==> config.mk <==
export PLATFORM = sky130hd
export DESIGN_NAME = alu_seq
export DESIGN_NICKNAME = d
export VERILOG_FILES = /design/src/rtl/alu_seq.sv
export SDC_FILE = /design/constraint.sdc
export NUM_CORES = 1
export LEC_CHECK = 0
export BUFFER_PORTS_ARGS = -buffer_cell sky130_fd_sc_hd__clkbuf_2
export CORE_MARGIN = 2
export CORE_UTILIZATION = 35
export CTS_BUF_LIST = sky130_fd_sc_hd__clkbuf_8
export CTS_CLUSTER_DIAMETER = 120
export DETAILED_ROUTE_END_ITERATION = 7
export GPL_TIMING_DRIVEN = 0
export PLACE_DENSITY = 0.52
export SETUP_SLACK_MARGIN = 0.2
export SLEW_MARGIN = 20
export SYNTH_ARGS = -nofsm -noshare
export SYNTH_HDL_FRONTEND = slang
export SYNTH_SLANG_ARGS = --single-unit
export TNS_END_PERCENT = 10
==> constraint.sdc <==
create_clock -name clk -period 4.7 [get_ports clk]
set_input_delay 0.94 -clock clk [delete_from_list [all_inputs] [get_ports clk]]
set_output_delay 0.94 -clock clk [all_outputs]
set_load 0.05 [all_outputs]
==> src/rtl/alu_seq.sv <==
// alu_seq: handshaked WIDTH-bit ALU with registered result and flags.
// Single-cycle ops complete one clock after accept. Defining ALU_SEQ_MUL_EN
// compiles in an iterative shift-add multiplier (opcode 12, WIDTH clocks);
// without it opcode 12 is reported as illegal like 13-15.
module alu_seq #(
   parameter int WIDTH = 8,
   parameter int SHW   = $clog2(WIDTH)
) (
   input  logic             clk,
   input  logic             rst,
   input  logic             in_valid,
   output logic             in_ready,
   input  logic [WIDTH-1:0] op1,
   input  logic [WIDTH-1:0] op2,
   input  logic [3:0]       opcode,
   output logic             out_valid,
   input  logic             out_ready,
   output logic [WIDTH-1:0] out,
   output logic             carry,
   output logic             overflow,
   output logic             zero,
   output logic             err
);

   typedef enum logic [3:0] {
      OP_ADD  = 4'd0,  OP_SUB = 4'd1,  OP_NOT = 4'd2,  OP_AND = 4'd3,
      OP_OR   = 4'd4,  OP_XOR = 4'd5,  OP_SLT = 4'd6,  OP_EQ  = 4'd7,
      OP_SLL  = 4'd8,  OP_SRL = 4'd9,  OP_SRA = 4'd10, OP_SLTU = 4'd11,
      OP_MUL  = 4'd12
   } op_e;

`ifdef ALU_SEQ_MUL_EN
   typedef enum logic [1:0] {IDLE = 2'd0, BUSY = 2'd1, DONE = 2'd2} state_e;
`else
   typedef enum logic {IDLE = 1'b0, DONE = 1'b1} state_e;
`endif

   state_e           state, state_next, start_state;
   logic             accept;

   logic [WIDTH-1:0] alu_out;
   logic             alu_carry, alu_ovf, alu_err;
   logic [WIDTH:0]   sum, diff;
   logic [SHW-1:0]   sh;

`ifdef ALU_SEQ_MUL_EN
   localparam logic [SHW-1:0] LAST = SHW'(WIDTH - 1);
   logic                 is_mul;
   logic [2*WIDTH-1:0]   acc, acc_next, mcand;
   logic [WIDTH-1:0]     mplier;
   logic [SHW-1:0]       cnt;
`endif

   // Single-cycle datapath: result and flags for the opcode on the inputs.
   always_comb begin
      // NOTE: every combinational output gets a default first so no path
      // through the case leaves it unassigned, which would infer a latch.
      alu_out   = '0;
      alu_carry = 1'b0;
      alu_ovf   = 1'b0;
      alu_err   = 1'b0;
      sh        = op2[SHW-1:0];
      sum       = {1'b0, op1} + {1'b0, op2};
      diff      = {1'b0, op1} + {1'b0, ~op2} + {{WIDTH{1'b0}}, 1'b1};
      case (opcode)
         OP_ADD: begin
            alu_out   = sum[WIDTH-1:0];
            alu_carry = sum[WIDTH];
            alu_ovf   = (op1[WIDTH-1] == op2[WIDTH-1]) & (sum[WIDTH-1] != op1[WIDTH-1]);
         end
         OP_SUB: begin
            alu_out   = diff[WIDTH-1:0];
            alu_carry = diff[WIDTH];
            alu_ovf   = (op1[WIDTH-1] != op2[WIDTH-1]) & (diff[WIDTH-1] != op1[WIDTH-1]);
         end
         OP_NOT:  alu_out = ~op1;
         OP_AND:  alu_out = op1 & op2;
         OP_OR:   alu_out = op1 | op2;
         OP_XOR:  alu_out = op1 ^ op2;
         OP_SLT:  alu_out = {{(WIDTH-1){1'b0}}, $signed(op1) < $signed(op2)};
         OP_EQ:   alu_out = {{(WIDTH-1){1'b0}}, op1 == op2};
         OP_SLL:  alu_out = op1 << sh;
         OP_SRL:  alu_out = op1 >> sh;
         OP_SRA:  alu_out = $unsigned($signed(op1) >>> sh);
         OP_SLTU: alu_out = {{(WIDTH-1){1'b0}}, op1 < op2};
         // Opcodes 13-15, and 12 when no multiplier is built.
         default: alu_err = 1'b1;
      endcase
   end

`ifdef ALU_SEQ_MUL_EN
   // Multiplier step: add the shifted multiplicand when the current op2 bit is set.
   always_comb begin
      is_mul   = (opcode == OP_MUL);
      acc_next = acc + (mplier[0] ? mcand : '0);
   end
`endif

   // State register.
   always_ff @(posedge clk) begin
      // NOTE: sequential state uses non-blocking assignments so every
      // register samples the pre-edge values regardless of block ordering.
      if (rst) state <= IDLE;
      else     state <= state_next;
   end

   // Handshake decode and next-state logic.
   always_comb begin
      state_next = state;
      in_ready   = (state == IDLE) | ((state == DONE) & out_ready);
      out_valid  = (state == DONE);
      accept     = in_valid & in_ready;
`ifdef ALU_SEQ_MUL_EN
      start_state = is_mul ? BUSY : DONE;
`else
      start_state = DONE;
`endif
      case (state)
         IDLE: if (accept) state_next = start_state;
`ifdef ALU_SEQ_MUL_EN
         BUSY: if (cnt == LAST) state_next = DONE;
`endif
         DONE: begin
            if (accept)         state_next = start_state;
            else if (out_ready) state_next = IDLE;
         end
         default: state_next = IDLE;
      endcase
   end

   // Result/flag registers and multiplier iteration; outputs only change on
   // accept or multiply completion, so they hold while the sink stalls.
   always_ff @(posedge clk) begin
      if (rst) begin
         out      <= '0;
         carry    <= 1'b0;
         overflow <= 1'b0;
         zero     <= 1'b0;
         err      <= 1'b0;
`ifdef ALU_SEQ_MUL_EN
         acc      <= '0;
         mcand    <= '0;
         mplier   <= '0;
         cnt      <= '0;
`endif
      end else if (accept) begin
`ifdef ALU_SEQ_MUL_EN
         if (is_mul) begin
            acc    <= '0;
            mcand  <= {{WIDTH{1'b0}}, op1};
            mplier <= op2;
            cnt    <= '0;
         end else
`endif
         begin
            out      <= alu_out;
            carry    <= alu_carry;
            overflow <= alu_ovf;
            zero     <= (alu_out == '0);
            err      <= alu_err;
         end
      end
`ifdef ALU_SEQ_MUL_EN
      else if (state == BUSY) begin
         acc    <= acc_next;
         mcand  <= mcand << 1;
         mplier <= mplier >> 1;
         cnt    <= cnt + 1'b1;
         if (cnt == LAST) begin
            out      <= acc_next[WIDTH-1:0];
            carry    <= |acc_next[2*WIDTH-1:WIDTH];
            overflow <= 1'b0;
            zero     <= (acc_next[WIDTH-1:0] == '0);
            err      <= 1'b0;
         end
      end
`endif
   end

endmodule

==> results of run 1 <==
metal layers:
layer	vias up	GRT usage, %	routed length, um
met4	0	4.408	157
met3	15	0.9328	385
li1	1329	-	-
met1	1264	30.50	3990
met2	113	35.21	3768
met5	-	0	0
cells by family after synthesis:
| group | synth area share (%) |
|---|---|
| AND/OR/NAND/NOR | 26.95 |
| AO/OA/AOI/OAI | 26.65 |
| buffers and inverters | 8.387 |
| adder cells (fa/ha/maj) | 14.00 |
| multiplexers | 10.57 |
| flip-flops | 10.32 |
| XOR/XNOR | 3.127 |
power by group through the flow:
stage	clock network [mW]	logic, mW	registers [mW]
6_report	0.0971	0.281	0.122
3_5_place_dp	0	0.276	0.124
2_1_floorplan	0	0.169	0.152
5_1_grt	0.105	0.304	0.123
3_3_place_gp	0	0.278	0.124
4_1_cts	0.0986	0.278	0.122
cells in the mapped netlist, types with 4 or more instances:
| cell | n |
|---|---|
| nor4_1 | 4 |
| nand2b_1 | 11 |
| buf_2 | 7 |
| a21o_1 | 5 |
| nor3_1 | 18 |
| mux4_2 | 4 |
| ha_1 | 25 |
| nor2_1 | 27 |
| dfxtp_1 | 13 |
| clkbuf_1 | 14 |
| o21ai_0 | 12 |
| nand2_1 | 26 |
| nor2b_1 | 8 |
| inv_1 | 27 |
| nand3_1 | 9 |
| o211ai_1 | 9 |
| a211oi_1 | 6 |
| xnor2_1 | 7 |
| a31oi_1 | 4 |
| mux2i_1 | 9 |
| a21oi_1 | 19 |
worst max-delay path by stage:
stage               startpoint                end  slack [ns]  cells past startpoint
CTS                     op2[2]  zero$_SDFFE_PP0P_        0.72                     12
detailed placement      op2[2]  zero$_SDFFE_PP0P_        0.48                     12
global route            op2[2]  zero$_SDFFE_PP0P_        0.51                     12
floorplan               op2[2]  zero$_SDFFE_PP0P_        1.20                     11
finish                  op2[2]  zero$_SDFFE_PP0P_        0.64                     12
global placement        op2[2]  zero$_SDFFE_PP0P_        0.44                     12
placed cells by master (no fill, tap or decap), drive strengths merged, types with 3 or more instances in the layout:
cell	netlist	final
a2111oi	4	4
nor3	18	18
nor2	27	27
buf	11	11
a21oi	19	19
nand2	26	26
a31oi	4	4
a211oi	6	6
and2	3	3
a22oi	3	3
nor4	5	5
clkbuf	14	54
xnor2	7	7
or3	3	3
ha	25	25
o21ai	12	12
o21bai	3	3
a31o	3	3
nand3	9	9
a21o	5	5
dfxtp	13	13
inv	27	28
nor2b	8	8
mux2i	9	9
mux2	3	3
nand4	3	3
nand2b	11	11
o211ai	9	9
mux4	6	6
cell type report:
cell class	count	area [um2]
repair buffers	37	185.2
well taps	96	120.1
clock buffers	3	41.29
inverters	27	101.3
flip-flops and latches	13	260.3
clock inverters	1	3.754
plain buffers	25	110.1
fillers	740	3985
multi-input cells	275	2062
registers in the layout (all words and copies together) (netlist names):
signal / cells
carry: 1
zero: 1
out: 8
err: 1
out_valid: 1
overflow: 1
worst register-to-register path: cells and delay by family, from the launching register on:
kind             cells  cell delay [ns]
AND/OR/NAND/NOR      4             1.07
flip-flops           1             0.30
AO/OA/AOI/OAI        3             1.33
==> key figures, run 1 <==
Status
  – Status: complete, no violations

Power
  – Clock share of power: 19.4%
  – Comb power frac: ~56%
  – Reg power frac: about a quarter
  – Leakage power: ~1.2 nW
  – Final Power: 0.5000 mW
  – Net switching power: about 0.22 mW
  – PD cells: approximately 170 mW/mm2
  – Internal: ~0.28 mW
  – Switching Fraction: 44.83%
  – Worst vdd ir: 0.07756 mV

Final layout
  – Area Overhead vs Synth: 14.39%
  – Finished Layout Cells: approximately 480
  – Design area: 0.002884 mm2
  – Layout cells sized above 1: 17.59%
  – Final nets: 433
  – Final Util: a little over two fifths
  – ANT cells: 0

Global routing
  – Total track usage: a little over a fifth
  – Global-route wire length before repair: 12.99 mm
  – Largest net degree at the start of global routing: 12
  – Grt total ovfl: 0
  – Vias in the first global route: between 2,000 and 2,500
  – Initial antenna violation count: 0

Setup path
  – Arrival time worst endpoint: 4.22 ns
  – Family with the most delay on the worst path: simple AND/OR/NAND/NOR gates
  – Reg2reg end: zero$_SDFFE_PP0P_
  – Worst flop-to-flop path startpoint: out_valid$_SDFF_PP0_
  – Crit path buf inv count: 4
  – Crit end category: flip-flop
  – Slowest stage cell, crit path: or4_1
  – Critical Path Source Type: primary input
  – Crit-path max FO: 9
  – CP peak stage delay: between 0.5 and 0.6 ns
  – CP cell instances: clkbuf_2 > clkbuf_1 > inv_1 > ha_1 > clkbuf_1 > nor3_1 > or3_1 > xnor2_1 > a22oi_1 > nand4_1 > or4_1 > o31ai_2
  – Path type of the worst setup path: in2reg
  – CP most frequent cell: clkbuf_1
  – Reg2Reg Depth: 7
  – Critical Path RT: about 4.9 ns
  – R2R Setup Slk: 1.93 ns

Timing
  – Final Hold Fails: 0
  – Least-Margin Pin Slew: between 1 and 1.5 ns
  – Setup ws final: approximately 0.64 ns
  – RSZ-0062 raised after global routing: false
  – Worst Skew: 0.002425 ns
  – Sum Neg Setup Slack: 0 ns
  – Slew Viols, Final: 0
  – Fmax: ~0.25 GHz
  – Min Hold Slack: between 0.4 and 0.5 ns
  – Final period utilization: between 80% and 90%
  – Final critical-path required period: around 4.1 ns
  – Relative slew slack: a little under a third
  – Final setup viols: 0

Route
  – Total Wirelength: a little over 8 mm
  – Vias/cell: roughly 5.7
  – Routed Antenna Nets: 0
  – Per-cell routed wire length: about 17 um
  – Detailed Routing Iterations Pass 1: 5
  – Via count: 2,721
  – Initial DRC count: 226
  – # DRC: 0

CTS
  – H-tree levels: 1
  – CTS tree: built
  – # Post-CTS Setup Buffers: 0
  – Hold-fix buffers, CTS: 0
  – Skew-Pair Late Insertion Delay: 0.24 ns
  – Clock sinks: 13
  – Cts bufs inserted: 3
  – Longest Clk Path Bufs: 2
  – PostCTS Resize Cnt: 0
  – Root buffer cell: clkbuf_8
  – Clk slew on worst S/H paths: approximately 0.050 ns

Place
  – Worst slack, placed: about 0.48 ns
  – Area post-placement: between 0.002 and 0.003 mm2
  – Placed Cells: 473
  – PortBufs: 37
  – GP Congestion: 0.9497
  – Detailed Place HPWL: 6.714 mm

Logic synthesis
  – #FFs+latches synth: 13
  – Number of enable flip-flop cells after synthesis: 0
  – Synth top area share: between 10% and 20%
  – Yosys cell types: 66
  – Synth Net Count: ~400
  – Largest area contributor in the netlist: ha_1
  – Synth Instances: between 300 and 400
  – Mapped Avg Cell Area: about 7.4 um2
  – Mapped cell area: 0.002521 mm2
  – Ys flop type: dfxtp_1
  – Synth warnings: 0
  – Synth top area cells: ha_1 (12%), dfxtp_1 (10%), inv_1 (4.0%)
  – Seq/Total Area, Yosys: 10.32%
  – Async SR Flop Fraction: 0%

Die
  – Die width: ~90 um
  – Initial core utilization: between 30% and 40%
  – Die height: around 89 um
  – Row count: 30
  – I/O pin cnt: 38
  – Die Area: around 0.008 mm2
  – Core ar.: about 0.0069 mm2

Run
  – Max Cap Violations: 0

Min path
  – WHS Endpoint: err$_SDFFE_PP0P_
  – Worst Hold Class: reg2reg
  – Hold Path Depth: 2
  – Min-delay src: err$_SDFFE_PP0P_
(Power assumes the default switching activity.)
==> run 2, diff against run 1 <==
--- a/config.mk
+++ b/config.mk
@@ -7,12 +7,12 @@
 export LEC_CHECK = 0
 export BUFFER_PORTS_ARGS = -buffer_cell sky130_fd_sc_hd__clkbuf_2
 export CORE_MARGIN = 2
-export CORE_UTILIZATION = 35
+export CORE_UTILIZATION = 55
 export CTS_BUF_LIST = sky130_fd_sc_hd__clkbuf_8
 export CTS_CLUSTER_DIAMETER = 120
 export DETAILED_ROUTE_END_ITERATION = 7
 export GPL_TIMING_DRIVEN = 0
-export PLACE_DENSITY = 0.52
+export PLACE_DENSITY = 0.76
 export SETUP_SLACK_MARGIN = 0.2
 export SLEW_MARGIN = 20
 export SYNTH_ARGS = -nofsm -noshare
==> run 2 against run 1 <==
  * Count of clock-buffer cells in the layout stayed put
  * Setup slack improved by 0.0037 ns
  * Flip-flop and latch count stayed put
  * Highest routed layer unchanged
  * Utilization increased by 22 points
  * Final area decreased by 2.1%
  * Non-clock buffer count stayed put
  * Via count is 4.2% higher
  * Power rose by 0.16%
==> key figures, run 2 (synthesis gave the netlist of run 1 again) <==
CTS
  – CTS tree: built
  – # Post-CTS Setup Buffers: 0
  – PostCTS Resize Cnt: 0
  – Root buffer cell: clkbuf_8
  – Skew-Pair Late Insertion Delay: approximately 0.25 ns
  – Longest Clk Path Bufs: 2
  – Clock sinks: 13
  – Clk slew on worst S/H paths: 0.05 ns
  – H-tree levels: 1
  – Cts bufs inserted: 3
  – Hold-fix buffers, CTS: 0

Timing
  – Sum Neg Setup Slack: 0 ns
  – Slew Viols, Final: 0
  – Fmax: 0.2463 GHz
  – Final critical-path required period: just over 4 ns
  – Min Hold Slack: between 0.4 and 0.5 ns
  – Final Hold Fails: 0
  – Final period utilization: 86.39%
  – Final setup viols: 0
  – Setup ws final: roughly 0.64 ns
  – Least-Margin Pin Slew: roughly 1 ns
  – Relative slew slack: 34.10%
  – Worst Skew: ~0.00044 ns
  – RSZ-0062 raised after global routing: false

Route
  – # DRC: 0
  – Total Wirelength: 7.846 mm
  – Detailed Routing Iterations Pass 1: 5
  – Initial DRC count: 272
  – Routed Antenna Nets: 0
  – Per-cell routed wire length: 18.12 um
  – Vias/cell: ~6.5
  – Via count: ~2,800

Setup path
  – Slowest stage cell, crit path: or4_1
  – CP peak stage delay: approximately 0.55 ns
  – R2R Setup Slk: 2.25 ns
  – Reg2Reg Depth: 7
  – Crit path from: op2[2]
  – Arrival time worst endpoint: roughly 4.2 ns
  – CP most frequent cell: clkbuf_1
  – Crit end category: flip-flop
  – Critical Path RT: 4.87 ns
  – Reg2reg end: zero$_SDFFE_PP0P_
  – Critical Path Source Type: primary input
  – Path type of the worst setup path: in2reg
  – CP cell instances: clkbuf_2 > clkbuf_1 > inv_1 > ha_1 > clkbuf_1 > nor3_1 > or3_1 > xnor2_1 > a22oi_1 > nand4_1 > or4_1 > o31ai_2
  – Worst flop-to-flop path startpoint: out_valid$_SDFF_PP0_
  – Crit-path max FO: 9

Final layout
  – Layout cells sized above 1: ~17%
  – Fill count: ~420
  – Largest register FFs: 8
  – Most flops, register: out
  – Most frequent cells in the layout: clkbuf_2 (37), inv_1 (28), nor2_1 (27), nand2_1 (26), ha_1 (25)
  – Finished Layout Cells: 433
  – ANT cells: 0
  – Area Overhead vs Synth: 11.96%
  – Final Util: 64.38%
  – Final nets: about 430
  – Design area: ~0.0028 mm2
  – Commonest non-fill, non-tap cell in the layout: clkbuf_2

Min path
  – Min-delay src: err$_SDFFE_PP0P_
  – WHS Endpoint: err$_SDFFE_PP0P_
  – Hold Path Depth: 2
  – Worst Hold Class: reg2reg

Power
  – Final Power: 0.5008 mW
  – Leakage power: between 1 and 1.5 nW
  – PD cells: approximately 180 mW/mm2
  – Worst vdd ir: between 0.09 and 0.1 mV

Place
  – PortBufs: 37
  – Placed Cells: roughly 430
  – Detailed Place HPWL: roughly 6.3 mm
  – Worst slack, placed: about 0.47 ns
  – Area post-placement: about 0.0028 mm2
  – GP Congestion: roughly 0.98

Run
  – Max Cap Violations: 0

Status
  – Status: complete, no violations

Global routing
  – Grt total ovfl: 0
  – Total track usage: 30.99%
  – Vias in the first global route: ~2,600
  – Largest net degree at the start of global routing: 12
  – Initial antenna violation count: 0
  – Global-route wire length before repair: 12.63 mm

Die
  – Die height: around 72 um
  – Die Area: approximately 0.0051 mm2
  – I/O pin cnt: 38
  – Core ar.: ~0.0044 mm2
  – Row count: 24
  – Die width: between 70 and 80 um
  – Initial core utilization: between 50% and 60%
-- run 2: layout make-up --
class / instances / area [um2] / area share, %
Clock inverter: 1 / 3.754 / 0.1330
Buffer: 25 / 110.1 / 3.901
Inverter: 27 / 101.3 / 3.590
Clock buffer: 3 / 41.29 / 1.463
Tap cell: 52 / 65.06 / 2.305
Sequential cell: 13 / 260.3 / 9.220
Multi-Input combinational cell: 275 / 2056 / 72.83
Timing Repair Buffer: 37 / 185.2 / 6.560
-- run 2: worst max path at each step --
stage                         to  slack (ns)
6_report       zero$_SDFFE_PP0P_        0.64
5_1_grt        zero$_SDFFE_PP0P_        0.44
4_1_cts        zero$_SDFFE_PP0P_        0.70
3_5_place_dp   zero$_SDFFE_PP0P_        0.47
3_3_place_gp   zero$_SDFFE_PP0P_        0.47
2_1_floorplan  zero$_SDFFE_PP0P_        1.20
-- run 2: metal layers --
layer / wire, um / vias to the layer above / track usage [%]
li1: - / 1330 / -
met1: 3230 / 1306 / 43.69
met2: 3510 / 176 / 49.07
met3: 918 / 22 / 3.235
met4: 187 / 0 / 10.90
met5: 0 / - / 0
-- run 2: critical path, delay by kind of cell --
kind            cells  cell delay, ns
simple gates        4            1.20
xor+xnor            1            0.15
compound gates      2            0.51
buf+inv             4            1.08
fa+ha+maj           1            0.34
-- run 2: power breakdown --
part | switching (mW) | total, mW | internal [mW] | leakage (nW)
combinational | 0.180 | 0.280 | 0.100 | 1.11
clock | 0.0410 | 0.0988 | 0.0578 | 0.0269
sequential | 0.00385 | 0.122 | 0.118 | 0.107
==> run 3, diff against run 2 <==
--- a/config.mk
+++ b/config.mk
@@ -6,13 +6,15 @@
 export NUM_CORES = 1
 export LEC_CHECK = 0
 export BUFFER_PORTS_ARGS = -buffer_cell sky130_fd_sc_hd__clkbuf_2
+export CELL_PAD_IN_SITES_DETAIL_PLACEMENT = 1
+export CELL_PAD_IN_SITES_GLOBAL_PLACEMENT = 2
 export CORE_MARGIN = 2
-export CORE_UTILIZATION = 55
+export CORE_UTILIZATION = 37
 export CTS_BUF_LIST = sky130_fd_sc_hd__clkbuf_8
 export CTS_CLUSTER_DIAMETER = 120
 export DETAILED_ROUTE_END_ITERATION = 7
 export GPL_TIMING_DRIVEN = 0
-export PLACE_DENSITY = 0.76
+export PLACE_DENSITY = 0.88
 export SETUP_SLACK_MARGIN = 0.2
 export SLEW_MARGIN = 20
 export SYNTH_ARGS = -nofsm -noshare
==> run 3 against run 2 <==
  * Clock power fell by 1%
  * Die area rose by 46%
  * Register-to-register slack got worse by 0.33 ns
  * Utilization fell by 22 points
  * Flip-flop and latch count did not move
  * Count of clock-buffer cells in the layout did not move
  * Setup slack improved by 0.066 ns
  * Sequential share of layout area fell by 0.11 points
  * Fmax rose by 1.7%
  * Clock skew rose by 0.0015 ns
==> key figures, run 3 (synthesis gave the netlist of run 1 again) <==
CTS
  – Root buffer cell: clkbuf_8
  – CTS tree: built
  – Hold-fix buffers, CTS: 0
  – Skew-Pair Late Insertion Delay: between 0.2 and 0.25 ns
  – H-tree levels: 1
  – # Post-CTS Setup Buffers: 0
  – Clk slew on worst S/H paths: 0.05 ns
  – Clock sinks: 13
  – PostCTS Resize Cnt: 0
  – Cts bufs inserted: 3
  – Longest Clk Path Bufs: 2

Place
  – PortBufs: 37
  – GP Congestion: 0.9106
  – Detailed Place HPWL: approximately 7.3 mm

Final layout
  – Most flops, register: out
  – Largest register FFs: 8
  – Fill count: roughly 900
  – ANT cells: 0
  – Most frequent cells in the layout: clkbuf_2 (37), inv_1 (28), nor2_1 (27), nand2_1 (26), ha_1 (25)
  – Area Overhead vs Synth: 13.35%
  – Layout cells sized above 1: 17.32%
  – Final nets: around 430
  – Commonest non-fill, non-tap cell in the layout: clkbuf_2

Setup path
  – CP peak stage delay: 0.54 ns
  – Worst Setup EP: zero$_SDFFE_PP0P_
  – R2R Setup Slk: roughly 1.9 ns
  – Critical Path Source Type: primary input
  – Worst flop-to-flop path startpoint: out_valid$_SDFF_PP0_
  – CP cell instances: clkbuf_2 > clkbuf_1 > inv_1 > ha_1 > clkbuf_1 > nor3_1 > or3_1 > xnor2_1 > a22oi_1 > nand4_1 > or4_1 > o31ai_2
  – Crit path from: op2[2]
  – Reg2reg end: zero$_SDFFE_PP0P_
  – Crit-path max FO: 9
  – Reg2Reg Depth: 7
  – Arrival time worst endpoint: 4.16 ns
  – CP most frequent cell: clkbuf_1
  – Critical Path RT: slightly below 5 ns
  – Slowest stage cell, crit path: or4_1
  – Crit end category: flip-flop
  – Path type of the worst setup path: in2reg

Timing
  – Final critical-path required period: around 4.0 ns
  – Slew Viols, Final: 0
  – Least-Margin Pin Slew: ~1.1 ns
  – RSZ-0062 raised after global routing: false
  – Relative slew slack: between 20% and 30%
  – Worst Skew: between 0.0015 and 0.002 ns
  – Sum Neg Setup Slack: 0 ns
  – Fmax: ~0.25 GHz
  – Final Hold Fails: 0
  – Final period utilization: between 80 and 90%
  – Final setup viols: 0

Die
  – Initial core utilization: 37.73%
  – Die Area: ~0.0075 mm2
  – Row count: 30
  – Die height: 86.55 um
  – Core ar.: 0.006681 mm2
  – Die width: slightly below 90 um
  – I/O pin cnt: 38

Route
  – Total Wirelength: roughly 9 mm
  – Vias/cell: 5.970
  – Per-cell routed wire length: between 15 and 20 um
  – Initial DRC count: 190
  – Routed Antenna Nets: 0
  – Via count: 2,752
  – Detailed Routing Iterations Pass 1: 4
  – # DRC: 0

Global routing
  – Vias in the first global route: between 2,000 and 3,000
  – Total track usage: 25.13%
  – Largest net degree at the start of global routing: 12
  – Global-route wire length before repair: between 10 and 15 mm
  – Initial antenna violation count: 0
  – Grt total ovfl: 0

Power
  – Leakage power: 1.246 nW
  – PD cells: approximately 180 mW/mm2
  – Final Power: 0.5030 mW
  – Worst vdd ir: 0.07205 mV

Min path
  – Worst Hold Class: reg2reg

Status
  – Status: complete, no violations

Run
  – Max Cap Violations: 0
-- run 3: metal layers --
| layer | vias to the layer above | wire length (um) | GRT usage (%) |
|---|---|---|---|
| li1 | 1329 | - | - |
| met1 | 1325 | 4148 | 35.60 |
| met2 | 83 | 4147 | 41.61 |
| met3 | 15 | 487 | 1.810 |
| met4 | 0 | 180 | 5.966 |
| met5 | - | 0 | 0 |
-- run 3: power by group --
part | internal [mW] | total (mW) | switching (mW) | leakage, nW
Sequential | 0.118 | 0.122 | 0.00362 | 0.107
Combinational | 0.0997 | 0.284 | 0.184 | 1.11
Clock | 0.0577 | 0.0974 | 0.0397 | 0.0269
-- run 3: final cells by class --
cell class	instances	area, um2	share of cell area, %
multi-input cells	275	2056	71.94
flip-flops and latches	13	260.3	9.107
repair buffers	37	185.2	6.480
plain buffers	25	110.1	3.853
inverters	27	101.3	3.546
well taps	80	100.1	3.503
clock buffers	3	41.29	1.445
clock inverters	1	3.754	0.1313
-- run 3: how the worst min path moves through the flow --
stage | startpoint | to | slack (ns) | cells past startpoint
2_1_floorplan | err$_SDFFE_PP0P_ | err$_SDFFE_PP0P_ | 0.67 | 2
3_3_place_gp | err$_SDFFE_PP0P_ | err$_SDFFE_PP0P_ | 0.45 | 2
3_5_place_dp | err$_SDFFE_PP0P_ | err$_SDFFE_PP0P_ | 0.48 | 2
4_1_cts | err$_SDFFE_PP0P_ | err$_SDFFE_PP0P_ | 0.49 | 2
5_1_grt | out[4]$_SDFFE_PP0P_ | out[4]$_SDFFE_PP0P_ | 0.52 | 2
6_report | err$_SDFFE_PP0P_ | err$_SDFFE_PP0P_ | 0.48 | 2
-- run 3: critical path, delay by kind of cell --
kind            cells  cell delay, ns
simple gates        4            1.21
buf+inv             4            1.02
compound gates      2            0.51
fa+ha+maj           1            0.33
xor+xnor            1            0.15
-- run 3: through the flow --
step | util (%) | setup slack [ns] | cells | area [um2] | hold WS, ns
floorplan | - | 1.196 | 340 | 2521 | 0.6727
global placement | 42.00 | 0.4951 | 457 | 2806 | 0.4470
detailed placement | 42.10 | 0.4801 | 457 | 2813 | 0.4798
CTS | 42.77 | 0.7511 | 461 | 2858 | 0.4854
global route | 42.77 | 0.4720 | 461 | 2858 | 0.5178
finish | 42.77 | 0.7057 | 461 | 2858 | 0.4806
